File: src/rtl/spike_link_rx.sv
// Receive side of the FPGA-FPGA spike link: synchronise, de-glitch and edge-detect each
// spike line, re-time spikes onto neuron_tick, and count deliveries per sim step.
module spike_link_rx #(
  parameter int N        = 14,
  parameter int MIN_HIGH = 2,
  parameter int CNT_W    = 16
) (
  input  logic               clk,
  input  logic               reset,
  input  logic               neuron_tick,
  input  logic               sim_tick,
  input  logic [N-1:0]       spikein,
  output logic [N-1:0]       each_spike,
  output logic [N*CNT_W-1:0] spike_count,
  output logic [N-1:0]       collision
);

  localparam int            HW         = 4;
  localparam logic [HW-1:0] MIN_HIGH_C = HW'(MIN_HIGH);

  typedef enum logic {
    IDLE = 1'b0,
    PEND = 1'b1
  } state_t;

  logic [N-1:0]     s1_q, s1_d, s2_q, s2_d;
  logic [N-1:0]     q_q, q_d, qd_q, qd_d;
  logic [N-1:0]     each_q, each_d, coll_q, coll_d;
  logic [N-1:0]     ev, deliver;
  logic [HW-1:0]    hcnt_q [N];
  logic [HW-1:0]    hcnt_d [N];
  state_t           state_q [N];
  state_t           state_d [N];
  logic [CNT_W-1:0] win_q [N];
  logic [CNT_W-1:0] win_d [N];
  logic [CNT_W-1:0] cnt_q [N];
  logic [CNT_W-1:0] cnt_d [N];

  function automatic logic [CNT_W-1:0] sat_inc(input logic [CNT_W-1:0] v, input logic inc);
    if (inc && !(&v)) return v + CNT_W'(1);
    return v;
  endfunction

  assign ev = q_q & ~qd_q;

  always_comb begin
    s1_d    = spikein;
    s2_d    = s1_q;
    qd_d    = q_q;
    q_d     = '0;
    coll_d  = coll_q;
    deliver = '0;
    for (int i = 0; i < N; i++) begin
      hcnt_d[i]  = '0;
      state_d[i] = state_q[i];
      win_d[i]   = win_q[i];
      cnt_d[i]   = cnt_q[i];

      if (s2_q[i]) begin
        hcnt_d[i] = (hcnt_q[i] == MIN_HIGH_C) ? hcnt_q[i] : hcnt_q[i] + HW'(1);
      end
      q_d[i] = (hcnt_q[i] == MIN_HIGH_C);

      // A tick always drains the pending spike; a new edge on that same tick takes its place.
      case (state_q[i])
        IDLE: begin
          if (ev[i]) begin
            if (neuron_tick) deliver[i] = 1'b1;
            else             state_d[i] = PEND;
          end
        end
        PEND: begin
          if (neuron_tick) begin
            deliver[i] = 1'b1;
            state_d[i] = ev[i] ? PEND : IDLE;
          end else if (ev[i]) begin
            coll_d[i] = 1'b1;
          end
        end
        default: state_d[i] = IDLE;
      endcase

      if (sim_tick) begin
        cnt_d[i] = sat_inc(win_q[i], deliver[i]);
        win_d[i] = '0;
      end else begin
        win_d[i] = sat_inc(win_q[i], deliver[i]);
      end
    end
    each_d = deliver;
  end

  always_ff @(posedge clk) begin
    if (reset) begin
      s1_q   <= '0;
      s2_q   <= '0;
      q_q    <= '0;
      qd_q   <= '0;
      each_q <= '0;
      coll_q <= '0;
      for (int i = 0; i < N; i++) begin
        hcnt_q[i]  <= '0;
        state_q[i] <= IDLE;
        win_q[i]   <= '0;
        cnt_q[i]   <= '0;
      end
    end else begin
      s1_q   <= s1_d;
      s2_q   <= s2_d;
      q_q    <= q_d;
      qd_q   <= qd_d;
      each_q <= each_d;
      coll_q <= coll_d;
      for (int i = 0; i < N; i++) begin
        hcnt_q[i]  <= hcnt_d[i];
        state_q[i] <= state_d[i];
        win_q[i]   <= win_d[i];
        cnt_q[i]   <= cnt_d[i];
      end
    end
  end

  assign each_spike = each_q;
  assign collision  = coll_q;

  for (genvar g = 0; g < N; g++) begin : g_count
    assign spike_count[g*CNT_W +: CNT_W] = cnt_q[g];
  end

endmodule
File: config.mk
export PLATFORM = sky130hd
export DESIGN_NAME = spike_link_rx
export DESIGN_NICKNAME = d
export VERILOG_FILES = /design/src/rtl/spike_link_rx.sv
export SDC_FILE = /design/constraint.sdc
export NUM_CORES = 1
export LEC_CHECK = 0
export ABC_AREA = 1
export BUFFER_PORTS_ARGS = -buffer_cell sky130_fd_sc_hd__buf_2
export CAP_MARGIN = 20
export CORE_MARGIN = 2
export CORE_UTILIZATION = 50
export CTS_CLUSTER_SIZE = 20
export DETAILED_ROUTE_END_ITERATION = 16
export PLACE_DENSITY_LB_ADDON = 0.12
export SLEW_MARGIN = 30
export SYNTH_ARGS = -nofsm -noshare
export SYNTH_HDL_FRONTEND = slang
export SYNTH_SLANG_ARGS = --single-unit
File: constraint.sdc
create_clock -name clk -period 1.5 [get_ports clk]
set_input_delay 0.15 -clock clk [delete_from_list [all_inputs] [get_ports clk]]
set_output_delay 0.15 -clock clk [all_outputs]
set_load 0.05 [all_outputs]
# Word level (Yosys, flattened, before mapping)
# Memories as Yosys holds them, arrays and structs flattened.
# Cells that the tools add are included.
# classes
addsub,28
eq_ne,14
mux,285
n_bitwise,73
reduce_logical,56
# op_table
cell,count
$mux W16,98
$add A16 B1 Y16 const B,14
$reduce_and A16 Y1,14
$mux W4,42
$mux W1,117
$add A4 B1 Y4 const B,14
$eq A4 B2 Y1 const B,14
$or A1 B1 Y1,56
$pmux W1 S2,28
$reduce_and A3 Y1,14
$not A1 Y1,15
$and A14 B14 Y14,1
$logic_and A1 B1 Y1,14
$logic_not A1 Y1,14
$not A14 Y14,1
# word_totals
ff_bits,84
ramBits,518
in_bits,18
output_inout_bits,252
wordCells,479
n_memories,4
# mem_list
name,words,width,read_ports,rd_ports_with_merged_regs,wr,line_no,rtl
cnt_q,14,16,14,0,14,36,logic [CNT_W-1:0] cnt_q [N];
win_q,14,16,14,0,14,34,logic [CNT_W-1:0] win_q [N];
hcnt_q,14,4,14,0,14,30,logic [HW-1:0] hcnt_q [N];
state_q,14,1,14,0,14,32,state_t state_q [N];

# Longest topological paths before layout
# logic_depth
word_depth,10
ltp_mapped,12
mapped_depth_nobuf,11

# Least setup slack after synthesis
# OpenSTA, ideal clock, no wires.
# synth_timing
path_kind,register -> register
from,"memory win_q[2][0], in the netlist win_q[0][32]"
to,"memory cnt_q[2][0], in the netlist cnt_q[0][32]"
setup_ns,0.114
arrival_time_ns,1.474
required_time_ns,1.386
path_slack_ns,-0.088
stages_incl_launch_ff,12
path_buffers,1
period_less_slack_ns,1.588
cell_sequence,dfxtp_1 > ha_1 > inv_1 > nor2_1 > nand2_2 > nor2_4 > nand2_4 > nand2_4 > buf_12 > nand2_1 > nand3_1 > nand2_1
# synth_rtl
item,line_no
from (decl),34
to (decl),36

==> reports/metrics.csv <==
stage,metric,value,unit
outcome,status,"finished, final reports clean",
global_route,gr-usage-all-layers,24.5,%
die,coreArea,52700,um2
layout,utilization,67.6,%
worst_setup_path,cp_max_fo,8,
cts,numCtsBuffers,66,
sta,slew_violations,0,
synthesis,synth_top_cell_area_share,45.1,%
run,drv_cap,0,
worst_setup_path,path_cells,"ha_4, inv_2, nor2_2, nand2_2, nor2_4, nand2_4, buf_8, nand2_2, nand2_2, nand2_4, a21oi_2",
detailed_routing,postRouteAntennaNets,0,
sta,skew,0.0190,ns
global_route,grt_start_max_net_pins,103,
detailed_routing,drc,0,
cts,clockRootBuffer,clkbuf_16,
synthesis,yosysWarnings,0,
worst_setup_path,critical_path_class,flop to flop,
sta,setup_viol,0,
place,io_buffers,269,
cts,clkSinkCount,602,
pwr,p_leak,16.1,nW
cts,cts_tree,yes,
sta,worst_pin_slew,0.577,ns
global_route,antenna_found_initial,1,
sta,finalCriticalPeriod,1.50,ns
synthesis,synth-seq-area-share,45.1,%
cts,h-tree-depth,3,
detailed_routing,post_drt_wl_per_cell,13.6,um
pwr,max-vdd-ir-drop,0.000862,V
synthesis,synthCells,3951,
place,hpwl,49200,um
layout,filler_cell_count,4605,
synthesis,avgSynthCellArea,6.77,um2
synthesis,yosys.area.top_type,dfxtp_1,
die,io_pins,270,
synthesis,synth_fp_nets,4011,
global_route,grt-ovfl-total,0,
layout,fin_nets,4598,
layout,area_delta_synth_final,33.3,%
die,die_y,235,um
place,place_congestion,0.912,
sta,hold_viol_final,0,
global_route,grt_pass1_wl,114000,um
global_route,grt_pass1_vias,23500,
synthesis,synthTopCellsByArea,"dfxtp_1, nand2_1, nor2_1",
detailed_routing,drtIter0Drc,1375,
synthesis,synth.distinct_cells,35,
cts,clkTransAtPathRegs,0.06,ns
synthesis,netlist_area,26700,um2
worst_setup_path,cp_slowest_stage_delay,0.35,ns
die,row_count,84,
worst_setup_path,start_kind,flop,
synthesis,ys_seq_elements,602,
synthesis,synth_most_common_cell,nand2_1,
synthesis,synth-edff-count,0,
layout,drive_gt1_share,27.6,%
worst_setup_path,end_kind,flop,
cts,clock_latency,0.60,ns
pwr,finalPower,0.0337,W
sta,finalCritPeriodShare,100,%
worst_setup_path,crit_path_top_delay_cell,dfxtp_2,
synthesis,yosys_most_used_dff,dfxtp_1,
detailed_routing,dr.pass1.iters,7,
cts,clockBufferDepth,3,
detailed_routing,via_per_inst,4.94,
die,die_area,55300,um2
sta,relSlewSlack,61.5,%
worst_setup_path,crit_arrival,1.97,ns
detailed_routing,via_count,26100,
sta,rsz0062_at_grt,true,
synthesis,async_reset_ff_share,0,%
pwr,power_density,947,nW/um2
die,start_util,50.8,%
hold_path,hp-class,primary input to flop,
worst_setup_path,required,1.97,ns
die,die_w,235,um
synthesis,synth_top_cells_by_count,"nand2_1, dfxtp_1, nor2_1",
worst_setup_path,critPathMostFrequentCell,nand2_2,
sta,whs,0.113,ns
sta,max_freq,667,MHz
detailed_routing,postRouteWirelength,71500,um
flip-flops by register name, summed over array words and instances (netlist names):
register / cells
s1_q: 14
each_spike: 14
hcnt_q: 56
cnt_q: 224
qd_q: 14
q_q: 14
state_q: 14
s2_q: 14
collision: 14
win_q: 224
power breakdown:
part           switching, W  total (W)  internal [W]
logic              0.000917    0.00124      0.000318
registers         0.0000813     0.0162        0.0161
clock network       0.00674     0.0163       0.00958
routing by layer:
layer / GRT usage, % / wire length (um)
met2: 40.9 / 33200
met5: 0 / 8
met1: 32.2 / 32700
met3: 4.71 / 3660
met4: 7.17 / 1930
metrics by stage:
step	setup slack [ns]	cells	instance area, um2	TNS (ns)
after CTS	-0.0210	5254	33800	-0.0263
after global routing	-0.130	5275	35600	-5.01
after detailed placement	-0.147	5117	31100	-7.47
final	0.000414	5276	35600	0
after floorplan	0.000324	3951	26800	0
after global placement	-0.128	5117	31100	-3.82
critical path: cells and delay by family (launching register included):
family	cells	cell delay, ns
compound gates	1	0.05
buf+inv	2	0.20
flops	1	0.35
fa+ha+maj	1	0.15
simple gates	7	0.62
cells in the final DEF, fill, tap and decap left out, drive strengths merged, types with 12 or more instances in the layout:
master and n:
a211oi 17, a21oi 220, buf 610, clkbuf 97
clkinv 15, dfxtp 602, dlygate4sd3 16, ha 42
inv 376, nand2 1518, nand3 223, nand4 96
nor2 529, o21ai 108, o21bai 12, xnor2 36
xor2 25
layout make-up:
| cell class | count | area [um2] | area share [%] |
|---|---|---|---|
| Multi-Input combinational cell | 2865 | 14500 | 40.7 |
| Timing Repair Buffer | 628 | 4450 | 12.5 |
| Antenna cell | 1 | 2.50 | 0.00703 |
| Clock buffer | 95 | 1940 | 5.45 |
| Sequential cell | 602 | 12200 | 34.2 |
| Clock inverter | 22 | 249 | 0.699 |
| Tap cell | 688 | 861 | 2.42 |
| Inverter | 375 | 1430 | 4.00 |
final timing paths:
| kind | start | slack, ns | to | cells after the start |
|---|---|---|---|---|
| worst min-delay path | sim_tick | 0.11 | cnt_q[0][10] | 3 |
| worst max-delay path | win_q[0][64] | 0.0004 | cnt_q[0][70] | 11 |
| worst max register to register | win_q[0][64] | 0.0004 | cnt_q[0][70] | 11 |
| worst min register to register | s1_q[4] | 0.40 | s2_q[4] | 2 |
cells by family (layout without fill, tap and decap cells):
group | after synthesis | in the layout | share of synthesized area (%)
and+or+nand+nor | 2400 | 2402 | 36.7
xor gates and xnor gates | 61 | 61 | 2.00
other | 0 | 1 | 0
buffers and inverters | 486 | 1120 | 7.19
DFF | 602 | 602 | 45.1
adders and majority gates | 42 | 42 | 1.97
AOI/OAI and AO/OA | 360 | 360 | 7.08
what timing repair did:
action                                 4_1_cts  5_1_grt
endpoints found under the hold margin       21        0
gates resized for setup                     99      536
gates cloned                                 0        4
setup endpoints to repair                  221      417
buffers inserted                             4       18
hold buffers                                16        0
pin swaps                                   23      144
(Power assumes the default switching activity.)
